[src/rtl/nubus_pkg.sv]
// Shared NuBus master definitions: FSM states, ACK-cycle status codes and
// the helper that turns a latched transfer mode into active-low TM drive.
package nubus_pkg;

  typedef enum logic [2:0] {
    S_IDLE,
    S_ARB,
    S_ADDR,
    S_DATA,
    S_ATTN
  } mst_state_e;

  // Status as reported by the slave on TM1/TM0 during the ACK cycle
  typedef enum logic [1:0] {
    STAT_OK      = 2'b00,
    STAT_ERR     = 2'b01,
    STAT_TIMEOUT = 2'b10,
    STAT_RETRY   = 2'b11
  } ack_status_e;

  // Address-cycle transfer modes as carried on cpu_tm (TM1, TM0)
  localparam logic [1:0] TM_MODE_0 = 2'b00;
  localparam logic [1:0] TM_MODE_1 = 2'b01;
  localparam logic [1:0] TM_MODE_2 = 2'b10;
  localparam logic [1:0] TM_MODE_3 = 2'b11;

  function automatic logic [1:0] tm_drive(input logic [1:0] tm);
    return ~tm;
  endfunction

endpackage

[src/rtl/nubus_tmo_counter.sv]
// Data-phase watchdog: counts enabled cycles since the last clear and
// pulses expire on the TMO_CYCLES-th enabled cycle.
module nubus_tmo_counter #(
  parameter int TMO_CYCLES = 255
) (
  input  logic clk,
  input  logic rst_n,
  input  logic clear,
  input  logic enable,
  output logic expire
);

  localparam int CW = (TMO_CYCLES > 1) ? $clog2(TMO_CYCLES) : 1;
  localparam logic [CW-1:0] LAST = CW'(TMO_CYCLES - 1);

  logic [CW-1:0] cnt_q;
  logic [CW-1:0] cnt_d;

  always_comb begin
    cnt_d = cnt_q;
    if (clear) begin
      cnt_d = '0;
    end else if (enable) begin
      cnt_d = cnt_q + 1'b1;
    end
  end

  always_ff @(posedge clk or negedge rst_n) begin
    if (!rst_n) begin
      cnt_q <= '0;
    end else begin
      cnt_q <= cnt_d;
    end
  end

  assign expire = enable && (cnt_q == LAST);

endmodule

[src/rtl/nubus_master.sv]
// NuBus bus master sequencer: arbitration, address/data cycles, locked
// sequences closed by NULL-ATTN. Optional data-phase timeout: NUBUS_MST_TIMEOUT_EN.
module nubus_master
  import nubus_pkg::*;
#(
  parameter int TMO_CYCLES = 255
) (
  input  logic       nub_clkn,
  input  logic       nub_resetn,
  input  logic       cpu_valid,
  input  logic       cpu_lock,
  input  logic [1:0] cpu_tm,
  output logic       cpu_ready,
  output logic       cpu_done,
  output logic [1:0] cpu_status,
  input  logic       nub_startn,
  input  logic       nub_ackn,
  input  logic       nub_rqstn,
  input  logic [1:0] nub_tmn,
  input  logic       arb_win,
  output logic       mst_arbcyn,
  output logic       mst_adrcyn,
  output logic       mst_dtacyn,
  output logic       mst_ownern,
  output logic       mst_lockedn,
  output logic       mst_tm1n,
  output logic       mst_tm0n,
  output logic       mst_timeout
);

  if (TMO_CYCLES < 1) begin : g_bad_tmo
    $error("TMO_CYCLES must be at least 1");
  end

  mst_state_e state_q, state_d;
  logic       lock_q, lock_d;
  logic [1:0] tm_q, tm_d;
  logic       win_q, win_d;
  logic       busy_q, busy_d;
  logic       inhibit_q, inhibit_d;
  logic       done_q, done_d;
  logic [1:0] status_q, status_d;
  logic       ready_c;
  logic       to_idle;
  logic       owner;
  logic       tmo_expire;

  assign owner = (state_q == S_ADDR) || (state_q == S_DATA) || (state_q == S_ATTN);

`ifdef NUBUS_MST_TIMEOUT_EN
  logic tmo_clr;
  logic tmo_en;

  assign tmo_clr = (state_q == S_ADDR);
  assign tmo_en  = (state_q == S_DATA) && nub_ackn;

  nubus_tmo_counter #(
    .TMO_CYCLES(TMO_CYCLES)
  ) u_tmo (
    .clk   (nub_clkn),
    .rst_n (nub_resetn),
    .clear (tmo_clr),
    .enable(tmo_en),
    .expire(tmo_expire)
  );
`else
  assign tmo_expire = 1'b0;
`endif

  always_comb begin
    state_d     = state_q;
    lock_d      = lock_q;
    tm_d        = tm_q;
    win_d       = 1'b0;
    done_d      = 1'b0;
    status_d    = status_q;
    ready_c     = 1'b0;
    to_idle     = 1'b0;
    mst_arbcyn  = 1'b1;
    mst_adrcyn  = 1'b1;
    mst_dtacyn  = 1'b1;
    mst_ownern  = 1'b1;
    mst_lockedn = 1'b1;
    mst_tm1n    = 1'b1;
    mst_tm0n    = 1'b1;

    // Foreign START marks the bus busy until its ACK; our own START is ignored
    busy_d = busy_q;
    if (!nub_startn && !owner) begin
      busy_d = 1'b1;
    end else if (!nub_ackn) begin
      busy_d = 1'b0;
    end

    case (state_q)
      S_IDLE: begin
        if (cpu_valid && !inhibit_q) begin
          ready_c = 1'b1;
          tm_d    = cpu_tm;
          lock_d  = cpu_lock;
          state_d = S_ARB;
        end
      end
      S_ARB: begin
        mst_arbcyn = 1'b0;
        win_d      = arb_win;
        if (arb_win && win_q && !busy_d) begin
          state_d = S_ADDR;
        end
      end
      S_ADDR: begin
        mst_ownern             = 1'b0;
        mst_adrcyn             = 1'b0;
        mst_arbcyn             = 1'b0;
        mst_lockedn            = ~lock_q;
        {mst_tm1n, mst_tm0n}   = tm_drive(tm_q);
        state_d                = S_DATA;
      end
      S_DATA: begin
        mst_ownern  = 1'b0;
        mst_dtacyn  = 1'b0;
        mst_arbcyn  = ~lock_q;
        mst_lockedn = ~lock_q;
        if (!nub_ackn || tmo_expire) begin
          done_d   = 1'b1;
          status_d = !nub_ackn ? ~nub_tmn : STAT_TIMEOUT;
          if (lock_q && cpu_valid) begin
            // Locked follow-on keeps the bus: straight back to an address cycle
            ready_c = 1'b1;
            tm_d    = cpu_tm;
            lock_d  = cpu_lock;
            state_d = S_ADDR;
          end else if (lock_q) begin
            state_d = S_ATTN;
          end else begin
            state_d = S_IDLE;
            to_idle = 1'b1;
          end
        end
      end
      S_ATTN: begin
        mst_ownern = 1'b0;
        state_d    = S_IDLE;
        to_idle    = 1'b1;
      end
      default: begin
        state_d = S_IDLE;
      end
    endcase

    inhibit_d = inhibit_q;
    if (to_idle && !nub_rqstn) begin
      inhibit_d = 1'b1;
    end else if (nub_rqstn) begin
      inhibit_d = 1'b0;
    end
  end

  always_ff @(posedge nub_clkn or negedge nub_resetn) begin
    if (!nub_resetn) begin
      state_q   <= S_IDLE;
      lock_q    <= 1'b0;
      tm_q      <= 2'b00;
      win_q     <= 1'b0;
      busy_q    <= 1'b0;
      inhibit_q <= 1'b0;
      done_q    <= 1'b0;
      status_q  <= STAT_OK;
    end else begin
      state_q   <= state_d;
      lock_q    <= lock_d;
      tm_q      <= tm_d;
      win_q     <= win_d;
      busy_q    <= busy_d;
      inhibit_q <= inhibit_d;
      done_q    <= done_d;
      status_q  <= status_d;
    end
  end

  // Gate the combinational acceptance so a held request is not acknowledged under reset
  assign cpu_ready  = ready_c && nub_resetn;
  assign cpu_done   = done_q;
  assign cpu_status = status_q;
  assign mst_timeout = tmo_expire;

endmodule

[config.mk]
export PLATFORM = sky130hd
export DESIGN_NAME = nubus_master
export DESIGN_NICKNAME = d
export VERILOG_FILES = /design/src/rtl/nubus_pkg.sv /design/src/rtl/nubus_tmo_counter.sv /design/src/rtl/nubus_master.sv
export SDC_FILE = /design/constraint.sdc
export NUM_CORES = 1
export LEC_CHECK = 0
export BUFFER_PORTS_ARGS = -buffer_cell sky130_fd_sc_hd__clkbuf_2
export CORE_MARGIN = 2
export CORE_UTILIZATION = 49
export CTS_BUF_LIST = sky130_fd_sc_hd__clkbuf_4 sky130_fd_sc_hd__clkbuf_8
export CTS_CLUSTER_DIAMETER = 80
export CTS_CLUSTER_SIZE = 20
export DETAILED_ROUTE_END_ITERATION = 8
export PLACE_DENSITY = 0.78
export SYNTH_ARGS = -nofsm -noshare
export SYNTH_HDL_FRONTEND = slang
export SYNTH_HIERARCHICAL = 1
export SYNTH_SLANG_ARGS = --single-unit
[constraint.sdc]
create_clock -name nub_clkn -period 2.2 [get_ports nub_clkn]
set_clock_uncertainty 0.05 [all_clocks]
set_input_delay 0.44 -clock nub_clkn [delete_from_list [all_inputs] [get_ports nub_clkn]]
set_output_delay 0.44 -clock nub_clkn [all_outputs]
set_load 0.05 [all_outputs]
==> results.env, run 1 <==
OUTCOME='complete, no violations'
CRIT_PATH_START_KIND='register'
ANTENNA_CELLS_INSERTED=0
WORST_R2R_PATH_DEPTH=3
IRDROPWORSTVDD_mV=0.777
GRT_FIRST_PASS_WIRELENGTH_UM=2010
CRITICAL_SETUP_PATH_CLASS='register to output port'
FIRST_GLOBAL_VIAS=495
POSTSYNTHAREAPERCELL_UM2=10.3
NETLIST_AREA_PRE_PLACE_UM2=637
DIE-AREA_UM2=1600
CRITPATHARRIVALTIME_PS=1630
PLACEMENT_ROWS=12
CTS_ROOT_BUF='sky130_fd_sc_hd__clkbuf_4'
MAX-CAP-VIOLATIONS=0
FIRST_PASS_ITERS=4
NUMBER_OF_FILL_CELLS_IN_THE_LAYOUT=90
POWER_DENSITY_RELATIVE_TO_CELL_AREA_nW_PER_UM2=1320
POST_PLACE_WORST_SLACK_PS=226
SYNTH_COMPOUND_GATE_AREA_SHARE_PCT=18.3
ROUTED.TOP_LAYER='met3'
SYNTH_TOP_FAMILY_BY_AREA='simple AND/OR/NAND/NOR gates'
YOSYS.AREA_SHARE.ADDER_PCT=0
SYNTH-WARNING-COUNT=6
SYNTHMUXAREASHARE_PCT=4.72
GRT_MAX_DEGREE=13
ROUTE.DETAILED.DRC=0
CRITPATHMAXFANOUT=7
REG2REG_SETUP_SLACK_PS=490
DETAILEDPLACEMENTHPWL_UM=1030
WL_MET3_UM=71
TIMING_MAX_TRANSITION_VIOLATIONS_FINAL=0
FINISH.NET_COUNT=102
FINALINSTANCEAREA_UM2=802
WORST_SETUP_PATH_END_KIND='output port'
SYNTHCELLS=62
RSZ0062_AT_GRT='false'
PLACE_CONGESTION=0.878
WORST_ENDPOINT_REQUIRED_TIME_PS=1710
CORE_AREA_UM2=1160
CRIT-REG2REG-CAPTURE='tm_q[0]'
SYNTH-SEQ-CELLS=12
INITIAL_DRC_COUNT=12
DPL-INSTANCE-AREA_UM2=776
FINALHOLDVIOLCOUNT=0
CLK_PATH_BUF_DEPTH=2
SYNTH_XOR_XNOR_AREA_SHARE_PCT=0
H-TREE-DEPTH=1
SYNTH_FP_NETS=74
NUMBER_OF_VIAS_PER_CELL_AFTER_DETAILED_ROUTING=5.15
DIE_W_UM=40.1
TOTALWIRELENGTH_UM=1300
CTS-BUFFERS-INSERTED=3
TIMING.HOLD.WORST.CLASS='input pin to asynchronous set/reset pin'
VIA_COUNT_OF_THE_ROUTED_DESIGN=525
FIN_CRIT_SH_PCT=96.4
FMAXACHIEVABLE_GHz=0.471
AREA_GROWTH_SYN_TO_LAYOUT_PCT=25.9
SYNTH-SIMPLE-AREA-SHARE_PCT=23.4
DIE_SPAN_Y_UM=40.1
ANT_NETS=0
M1WIRELENGTH_UM=545
LEAKAGEPOWER_nW=0.409
INITIAL_CORE_UTIL_PCT=55.1
SETUP_VIOL=0
POSTCTSHOLDBUFS=0
FINAL.SETUP.TNS_PS=0
POSTLAYOUTSETUPSLACKWORST_PS=78.2
GR-TOTAL-OVERFLOW=0
CTS_TREE='built'
CLOCK_SINKS=12
CLK_PIN_SLEW_PS=70
WIRE_PER_INST_UM=12.7
WORST_R2R_STARTPOINT='state_q[0]'
REGISTER_AREA_UM2=302
GRT_ANTENNA_BEFORE_REPAIR=0
IOS=24
LAYOUT_MIN_CYCLE_TIME_PS=2120
SYNTH_SEQUENTIAL_AREA_RATIO_PCT=47.2
POST_ROUTE_CELLS_DRIVE_ABOVE_1_SHARE_PCT=40.9
WORSTSKEWPAIRLATENCY_PS=260
GRT_USAGE_PCT=19.7
SYNTH_CELL_TYPES=31
MET2ROUTEDLENGTH_UM=680
PORT_BUFFERS=22
MULTI_INPUT_COMB_AREA_UM2=303
==> stage by stage <==
step	utilization, %	total power, mW	hold slack (ps)	instances
after floorplan	-	0.809	94.4	62
after global placement	67.1	0.927	358	99
after detailed placement	67.1	0.937	356	99
after CTS	69.3	1.07	65.4	102
after global routing	69.4	1.14	67.2	102
final	69.4	1.06	70.1	102
==> how the worst max path moves through the flow <==
stage,start,to,slack (ps),depth (start not counted)
5_1_grt,state_q[0],cpu_ready,9,3
2_1_floorplan,state_q[1],cpu_ready,160,3
4_1_cts,state_q[0],cpu_ready,30,3
3_3_place_gp,cpu_valid,cpu_ready,240,4
3_5_place_dp,cpu_valid,cpu_ready,230,4
6_report,state_q[0],cpu_ready,80,3
==> cell usage after synthesis (all sizes together) <==
library cell | number | area [µm²]
dfrtp | 12 | 300
o2bb2ai | 1 | 27.5
nand3b | 1 | 7.51
or3 | 1 | 6.26
a211o | 1 | 8.76
nand4bb | 1 | 11.3
and3 | 1 | 6.26
o31ai | 1 | 7.51
conb | 1 | 3.75
nor3 | 1 | 5.00
nor2 | 2 | 7.51
and4b | 1 | 10.0
nand3 | 1 | 5.00
clkbuf | 1 | 3.75
nand2b | 2 | 12.5
or4b | 1 | 13.8
a2bb2oi | 1 | 8.76
o21a | 2 | 15.0
and2 | 2 | 12.5
o21ai | 3 | 15.0
inv | 4 | 15.0
a221oi | 1 | 8.76
buf | 2 | 18.8
nor4b | 1 | 8.76
nand2 | 8 | 30.0
nor2b | 2 | 12.5
a21oi | 5 | 25.0
mux2 | 2 | 30.0
==> critical path, stage by stage, from the launching register on <==
cell and delay (ps):
sky130_fd_sc_hd__dfrtp_2 450, sky130_fd_sc_hd__or4b_4 590, sky130_fd_sc_hd__a21oi_2 130, sky130_fd_sc_hd__buf_4 200
==> sequential cells by signal, indices dropped and copies added, names as in the netlist <==
register / cells
state_q: 3
busy_q: 1
inhibit_q: 1
cpu_done: 1
lock_q: 1
cpu_status: 2
win_q: 1
tm_q: 2
==> cell type report <==
type	instances	share of cell area [%]
Multi-Input combinational cell	43	37.8
Sequential cell	12	37.6
Timing Repair Buffer	26	17.8
Tap cell	14	2.18
Inverter	4	1.87
Clock buffer	3	2.81
==> layout by cell type, fill, tap and decap left out, types with 2 or more instances in the layout <==
master,instances
sky130_fd_sc_hd__nand2_1,8
sky130_fd_sc_hd__nor2b_1,2
sky130_fd_sc_hd__o21ai_0,2
sky130_fd_sc_hd__buf_4,5
sky130_fd_sc_hd__clkbuf_2,21
sky130_fd_sc_hd__a21oi_1,4
sky130_fd_sc_hd__dfrtp_1,11
sky130_fd_sc_hd__nand2b_1,2
sky130_fd_sc_hd__inv_1,3
sky130_fd_sc_hd__o21a_1,2
sky130_fd_sc_hd__clkbuf_4,3
sky130_fd_sc_hd__mux2_4,2
sky130_fd_sc_hd__nor2_1,2
sky130_fd_sc_hd__and2_1,2
==> cells by family (layout without fill, tap and decap cells) <==
kind of cell | after synthesis | in the layout
other | 1 | 1
muxes | 2 | 2
AOI/OAI and AO/OA | 15 | 15
buffers and inverters | 7 | 33
DFF | 12 | 12
and+or+nand+nor | 25 | 25
==> repair_timing <==
item | 4_1_cts | 5_1_grt
endpoints found under the setup margin | 1 | 1
gates resized for setup | 1 | 2
buffers inserted | 0 | 0
hold endpoints to repair | 0 | 0
==> per-layer routing <==
metal	vias up	global-route usage [%]
met5	-	0
li1	269	-
met3	0	3.33
met1	238	21.6
met2	18	35.9
met4	0	10.3
==> power by group <==
| group | total, mW | switching [mW] | internal [mW] |
|---|---|---|---|
| Clock | 0.130 | 0.0669 | 0.0631 |
| Combinational | 0.586 | 0.394 | 0.191 |
| Sequential | 0.346 | 0.0447 | 0.301 |
| Total | 1.06 | 0.506 | 0.556 |
Power figures use the tool's default switching activity.
==> inputs of run 2 (changes only) <==
- SETUP_SLACK_MARGIN: not set -> 0.4
- SYNTH_HIERARCHICAL: 1 -> not set
==> results.env, run 2 <==
OUTCOME='complete, no violations'  # unchanged
POSTCTSHOLDBUFS=0  # unchanged
ROUTE.DETAILED.DRC=0  # unchanged
ANTENNA_CELLS_INSERTED=0  # unchanged
CLK_PATH_BUF_DEPTH=2  # unchanged
SYNTH_CELL_TYPES=31  # unchanged
SYNTH_ASYNC_SR_FLOP_SHARE_PCT=100  # unchanged
DPL-INSTANCE-AREA_UM2=787  # was 776 µm²
FIN_CRIT_SH_PCT=94.8  # was 96.4%
SYNTH_MOST_COMMON_CELL='sky130_fd_sc_hd__dfrtp_1'  # unchanged
CLK_PIN_SLEW_PS=80  # was 70 ps
GRT_MAX_DEGREE=14  # was 13
LAYOUT.CELLS.NON_FILLER=107  # was 102
PLACEMENT_ROWS=12  # unchanged
FINAL.SETUP.TNS_PS=0  # unchanged
WIRE_PER_INST_UM=15.4  # was 12.7 µm
GR-TOTAL-OVERFLOW=0  # unchanged
DIE_W_UM=40.1  # unchanged
REGMOSTFLOPS='state_q'  # unchanged
SYNTH-SEQ-CELLS=12  # unchanged
CRIT-REG2REG-CAPTURE='tm_q[1]'  # was tm_q[0]
CRITPATHMAXFANOUT=7  # unchanged
H-TREE-DEPTH=1  # unchanged
RSZ0062_AT_GRT='true'  # was false
LEAKAGEPOWER_nW=0.476  # was 0.409 nW
WHS_PS=77.1  # was 70.1 ps
INITIAL_CORE_UTIL_PCT=55.1  # unchanged
SYNTHTOPCELLSBYCOUNT='sky130_fd_sc_hd__dfrtp_1 (12), sky130_fd_sc_hd__nand2_1 (8), sky130_fd_sc_hd__a21oi_1 (5)'  # unchanged
WORST_R2R_STARTPOINT='state_q[0]'  # unchanged
CRITICAL_SETUP_PATH_CLASS='register to output port'  # unchanged
NUMBER_OF_VIAS_PER_CELL_AFTER_DETAILED_ROUTING=5.70  # was 5.15
FINALCOREUTILIZATION_PCT=83.9  # was 69.4%
FINALINSTANCEAREA_UM2=970  # was 802 µm²
GRT_FIRST_PASS_WIRELENGTH_UM=2640  # was 2010 µm
MOST_USED_CELLS_IN_THE_LAYOUT_EXCLUDING_FILL_AND_TAP_CELLS='sky130_fd_sc_hd__clkbuf_2 (15), sky130_fd_sc_hd__dfrtp_1 (10), sky130_fd_sc_hd__nand2_1 (5), sky130_fd_sc_hd__buf_8 (5), sky130_fd_sc_hd__buf_4 (4)'  # was sky130_fd_sc_hd__clkbuf_2 (21), sky130_fd_sc_hd__dfrtp_1 (11), sky130_fd_sc_hd__nand2_1 (8)
SYNTH-WARNING-COUNT=0  # was 6
CRIT_PATH_START_KIND='register'  # unchanged
CTS_ROOT_BUF='sky130_fd_sc_hd__clkbuf_4'  # unchanged
NUMBER_OF_FLOPS_MAPPED_TO_ENABLE_CELLS_BY_YOSYS=0  # unchanged
TIMING.HOLD.WORST.CLASS='input pin to asynchronous set/reset pin'  # unchanged
POSTLAYOUTSETUPSLACKWORST_PS=113  # was 78.2 ps
POWER_DENSITY_RELATIVE_TO_CELL_AREA_nW_PER_UM2=1350  # was 1320 nW/µm²
LAYOUT_COMMONEST_CELL='sky130_fd_sc_hd__clkbuf_2'  # unchanged
IOS=24  # unchanged
FINISH.NET_COUNT=106  # was 102
YS_DOMINANT_REG_CELL='sky130_fd_sc_hd__dfrtp_1'  # unchanged
DIE-AREA_UM2=1600  # unchanged
WORST_ENDPOINT_REQUIRED_TIME_PS=1710  # about the same
NUMBER_OF_FILL_CELLS_IN_THE_LAYOUT=75  # was 90
GRT_ANTENNA_BEFORE_REPAIR=0  # unchanged
TOTALWIRELENGTH_UM=1650  # was 1300 µm
LAYOUT_MIN_CYCLE_TIME_PS=2090  # was 2120 ps
CP-ENDPOINT='cpu_ready'  # unchanged
LARGEST_REGISTER_FF_COUNT=3  # unchanged
CLOCK_SINKS=12  # unchanged
FIRST_PASS_ITERS=4  # unchanged
TIMING_MAX_TRANSITION_VIOLATIONS_FINAL=0  # unchanged
POST_PLACE_WORST_SLACK_PS=206  # was 226 ps
CTS-BUFFERS-INSERTED=3  # unchanged
IRDROPWORSTVDD_mV=1.05  # was 0.777 mV
CTS_TREE='built'  # unchanged
POSTSYNTHAREAPERCELL_UM2=10.3  # unchanged
SYNTH.AREA.TOP_CELLS='sky130_fd_sc_hd__dfrtp_1 (47%), sky130_fd_sc_hd__mux2_4 (4.7%), sky130_fd_sc_hd__nand2_1 (4.7%)'  # unchanged
CORE_AREA_UM2=1160  # unchanged
SYNTH_FP_NETS=74  # unchanged
SYNTHCELLS=62  # unchanged
NETLIST_AREA_PRE_PLACE_UM2=637  # unchanged
AREA_GROWTH_SYN_TO_LAYOUT_PCT=52.3  # was 25.9%
FMAXACHIEVABLE_GHz=0.479  # was 0.471 GHz
MAX-CAP-VIOLATIONS=0  # unchanged
SYNTH_SEQUENTIAL_AREA_RATIO_PCT=47.2  # unchanged
TIMING.CRITICAL_PATH.FROM='state_q[0]'  # unchanged
REG2REG_SETUP_SLACK_PS=380  # was 490 ps
WORSTSKEWPAIRLATENCY_PS=270  # was 260 ps
INITIAL_DRC_COUNT=13  # was 12
FIRST_GLOBAL_VIAS=582  # was 495
DETAILEDPLACEMENTHPWL_UM=1090  # was 1030 µm
ANT_NETS=0  # unchanged
YOSYSTOPAREACELLSHARE_PCT=47.2  # unchanged
VIA_COUNT_OF_THE_ROUTED_DESIGN=610  # was 525
WORST_SETUP_PATH_END_KIND='output port'  # unchanged
SETUP_VIOL=0  # unchanged
PLACE_CONGESTION=0.799  # was 0.878
DIE_SPAN_Y_UM=40.1  # unchanged
POST_ROUTE_CELLS_DRIVE_ABOVE_1_SHARE_PCT=52.7  # was 40.9%
POST-PLACE-CELLS=99  # unchanged
WORST_R2R_PATH_DEPTH=4  # was 3
DESIGN_POWER_TOTAL_mW=1.31  # was 1.06 mW
PORT_BUFFERS=22  # unchanged
CRITPATHARRIVALTIME_PS=1600  # was 1630 ps
GRT_USAGE_PCT=26.1  # was 19.7%
FINALHOLDVIOLCOUNT=0  # unchanged
SYNTH_AREA_LEADER='sky130_fd_sc_hd__dfrtp_1'  # unchanged
[run 2: cell counts after synthesis]
No cell type changed its count.
[run 2: worst max-delay path, stage by stage, from the launching register on]
cell                      delay, ps
sky130_fd_sc_hd__dfrtp_2        460
sky130_fd_sc_hd__or4b_4         560
sky130_fd_sc_hd__a21oi_4        150
sky130_fd_sc_hd__buf_8          160
[run 2: cell type report]
cell class	count	area [µm²]	area share [%]
Clock buffer	4	36.3	3.74
Inverter	4	15.0	1.55
Multi-Input combinational cell	43	337	34.7
Sequential cell	12	303	31.2
Tap cell	14	17.5	1.81
Timing Repair Buffer	30	262	27.0
[run 2: repair_timing]
item,in CTS,in global routing
buffers inserted,3,1
setup endpoints to repair,7,10
gates resized for setup,17,15
pin swaps,1,1
[run 2: logic make-up (layout without fill, tap and decap cells)]
kind of cell           after synthesis  count (layout)  share of synthesized area [%]
DFF                                 12              12                           47.2
buffers and inverters                7              38                           5.89
and+or+nand+nor                     25              25                           23.4
muxes                                2               2                           4.72
other                                1               1                          0.589
AOI/OAI and AO/OA                   15              15                           18.3
[run 2: worst min-delay path by stage]
stage	slack [ps]	depth (start not counted)	endpoint	from
global placement	370	2	cpu_status[0]	nub_resetn
detailed placement	360	2	cpu_status[1]	nub_resetn
finish	80	2	cpu_status[0]	nub_resetn
global route	70	2	cpu_status[0]	nub_resetn
CTS	70	2	cpu_status[0]	nub_resetn
floorplan	90	0	busy_q	nub_resetn
[run 2: power by group]
part,internal [mW],switching (mW),total (mW)
Combinational,0.331,0.437,0.768
Sequential,0.303,0.0675,0.370
Clock,0.101,0.0740,0.175
[run 2: layer usage]
| layer | track usage, % | routed length (µm) | vias to the layer above |
|---|---|---|---|
| met5 | 0 | 0 | - |
| li1 | - | - | 283 |
| met1 | 31.0 | 673 | 294 |
| met4 | 15.5 | 31 | 0 |
| met3 | 5.00 | 89 | 4 |
| met2 | 43.1 | 855 | 29 |
==> inputs of run 3 (changes only) <==
- CTS_CLUSTER_DIAMETER: 80 -> not set
- GPL_TIMING_DRIVEN: not set -> 0
==> results.env, run 3 (synthesis results as in run 2) <==
CLK_PIN_SLEW_PS=90  # was 80 ps
LAYOUT_COMMONEST_CELL='sky130_fd_sc_hd__clkbuf_2'  # unchanged
POSTLAYOUTSETUPSLACKWORST_PS=69.9  # was 113 ps
TIMING.HOLD.WORST.CLASS='input pin to asynchronous set/reset pin'  # unchanged
FIRST_PASS_ITERS=4  # unchanged
CLOCK_SINKS=12  # unchanged
USE_MET2_PCT=47.6  # was 43.1%
FMAXACHIEVABLE_GHz=0.469  # was 0.479 GHz
POWER_DENSITY_RELATIVE_TO_CELL_AREA_nW_PER_UM2=1360  # was 1350 nW/µm²
DIE_W_UM=40.1  # unchanged
CTS-BUFFERS-INSERTED=3  # unchanged
TOTALWIRELENGTH_UM=1800  # was 1650 µm
PORT_BUFFERS=22  # unchanged
VIOLATIONS_IN_THE_FINAL_REPORTS='negative hold slack'
FINISH.NET_COUNT=109  # was 106
ANTENNA_CELLS_INSERTED=0  # unchanged
WORST_SETUP_PATH_END_KIND='output port'  # unchanged
CTS_TREE='built'  # unchanged
POSTCTSHOLDBUFS=0  # unchanged
GRT_USAGE_PCT=25.8  # was 26.1%
FINAL.SETUP.TNS_PS=0  # unchanged
CRIT_PATH_START_KIND='register'  # unchanged
DETAILEDPLACEMENTHPWL_UM=1010  # was 1090 µm
FINALCOREUTILIZATION_PCT=86.1  # was 83.9%
CRITICAL_SETUP_PATH_CLASS='register to output port'  # unchanged
PLACEMENT_ROWS=12  # unchanged
IRDROPWORSTVDD_mV=0.859  # was 1.05 mV
CLK_PATH_BUF_DEPTH=2  # unchanged
CORE_AREA_UM2=1160  # unchanged
DPL-INSTANCE-AREA_UM2=779  # was 787 µm²
FIN_CRIT_SH_PCT=96.8  # was 94.8%
GRT_MAX_DEGREE=14  # unchanged
CTS_ROOT_BUF='sky130_fd_sc_hd__clkbuf_4'  # unchanged
DESIGN_POWER_TOTAL_mW=1.36  # was 1.31 mW
WORST_PATH_LARGEST_CELL_DELAY_PS=510  # was 560 ps
SLOWEST_CELL_ON_CRIT_PATH='sky130_fd_sc_hd__or4b_4'  # unchanged
FINALHOLDVIOLCOUNT=12  # was 0
POST_PLACE_WORST_SLACK_PS=101  # was 206 ps
INITIAL_DRC_COUNT=8  # was 13
CRITPATHBUFINV=2  # was 1
LAYOUT_MIN_CYCLE_TIME_PS=2130  # was 2090 ps
IOS=24  # unchanged
GR-USAGE-MET1_PCT=30.5  # was 31.0%
H-TREE-DEPTH=1  # unchanged
REGMOSTFLOPS='state_q'  # unchanged
LARGEST_REGISTER_FF_COUNT=3  # unchanged
VIA_COUNT_OF_THE_ROUTED_DESIGN=613  # was 610
TIMING_MAX_TRANSITION_VIOLATIONS_FINAL=0  # unchanged
WORSTSKEWPAIRLATENCY_PS=280  # was 270 ps
ROUTE.DETAILED.DRC=0  # unchanged
NUMBER_OF_FILL_CELLS_IN_THE_LAYOUT=66  # was 75
OUTCOME='finished, violations left'  # was complete, no violations
MAX-CAP-VIOLATIONS=0  # unchanged
CRIT_CHAIN='buf_6 -> or4b_4 -> a21oi_4 -> buf_8'  # was or4b_4 -> a21oi_4 -> buf_8
POST_ROUTE_CELLS_DRIVE_ABOVE_1_SHARE_PCT=55.2  # was 52.7%
PLACE_CONGESTION=0.839  # was 0.799
PATH_DELAY_FAMILY='simple AND/OR/NAND/NOR gates'  # unchanged
MOST_USED_CELLS_IN_THE_LAYOUT_EXCLUDING_FILL_AND_TAP_CELLS='sky130_fd_sc_hd__clkbuf_2 (14), sky130_fd_sc_hd__dfrtp_1 (10), sky130_fd_sc_hd__buf_4 (9)'  # was sky130_fd_sc_hd__clkbuf_2 (15), sky130_fd_sc_hd__dfrtp_1 (10), sky130_fd_sc_hd__nand2_1 (5), sky130_fd_sc_hd__buf_8 (5), sky130_fd_sc_hd__buf_4 (4)
CRITPATHARRIVALTIME_PS=1640  # was 1600 ps
SETUP_VIOL=0  # unchanged
BUSIEST_LAYER_IN_GLOBAL_ROUTING='met2'  # unchanged
RSZ0062_AT_GRT='true'  # unchanged
GRT_FIRST_PASS_WIRELENGTH_UM=2640  # about the same
POST-PLACE-CELLS=98  # was 99
AREA_GROWTH_SYN_TO_LAYOUT_PCT=56.4  # was 52.3%
WORST_ENDPOINT_REQUIRED_TIME_PS=1710  # about the same
ANT_NETS=0  # unchanged
LEAKAGEPOWER_nW=0.485  # was 0.476 nW
MET3_USAGE_PCT=3.33  # was 5.00%
INITIAL_CORE_UTIL_PCT=55.1  # unchanged
GRT_ANTENNA_BEFORE_REPAIR=0  # unchanged
DIE-AREA_UM2=1600  # unchanged
LAYOUT.CELLS.NON_FILLER=110  # was 107
FIRST_GLOBAL_VIAS=569  # was 582
CRITPATHMAXFANOUT=5  # was 7
GR-TOTAL-OVERFLOW=0  # unchanged
WHS_PS=-17.5  # was 77.1 ps
DIE_SPAN_Y_UM=40.1  # unchanged
REG2REG_SETUP_SLACK_PS=330  # was 380 ps
NUMBER_OF_VIAS_PER_CELL_AFTER_DETAILED_ROUTING=5.57  # was 5.70
FINALINSTANCEAREA_UM2=996  # was 970 µm²
WIRE_PER_INST_UM=16.4  # was 15.4 µm
## run 3: timing repair
item | in CTS | in global routing
buffers inserted | 6 | 2
pin swaps | 1 | 0
endpoints found under the setup margin | 8 | 9
resized for setup | 22 | 14
## run 3: metal layers
| metal | up-vias | part of all wire, % |
|---|---|---|
| met5 | - | 0 |
| met4 | 0 | 1.4 |
| met3 | 5 | 5.6 |
| met2 | 25 | 51 |
| met1 | 299 | 42 |
| li1 | 284 | - |
## run 3: area by class of cell
class | count | area, µm² | area share [%]
Buffer | 3 | 26.3 | 2.64
Clock buffer | 4 | 36.3 | 3.64
Inverter | 4 | 15.0 | 1.51
Multi-Input combinational cell | 43 | 350 | 35.2
Sequential cell | 12 | 303 | 30.4
Tap cell | 14 | 17.5 | 1.76
Timing Repair Buffer | 30 | 248 | 24.9
## run 3: power by group
part	total, mW	internal (mW)	leakage, nW	switching, mW
sequential	0.353	0.301	0.146	0.0520
combinational	0.817	0.344	0.318	0.473
clock	0.187	0.101	0.0210	0.0862
total	1.36	0.746	0.485	0.611
## run 3: final timing paths
check                               from            end  cells after the start
max in group asynchronous     nub_resetn     state_q[2]                      1
setup / recovery              state_q[1]      cpu_ready                      4
min in group nub_clkn          nub_rqstn      inhibit_q                      2
setup reg to reg              state_q[1]        tm_q[0]                      5
hold reg to reg            cpu_status[1]  cpu_status[1]                      2
hold / removal                nub_resetn        tm_q[1]                      1
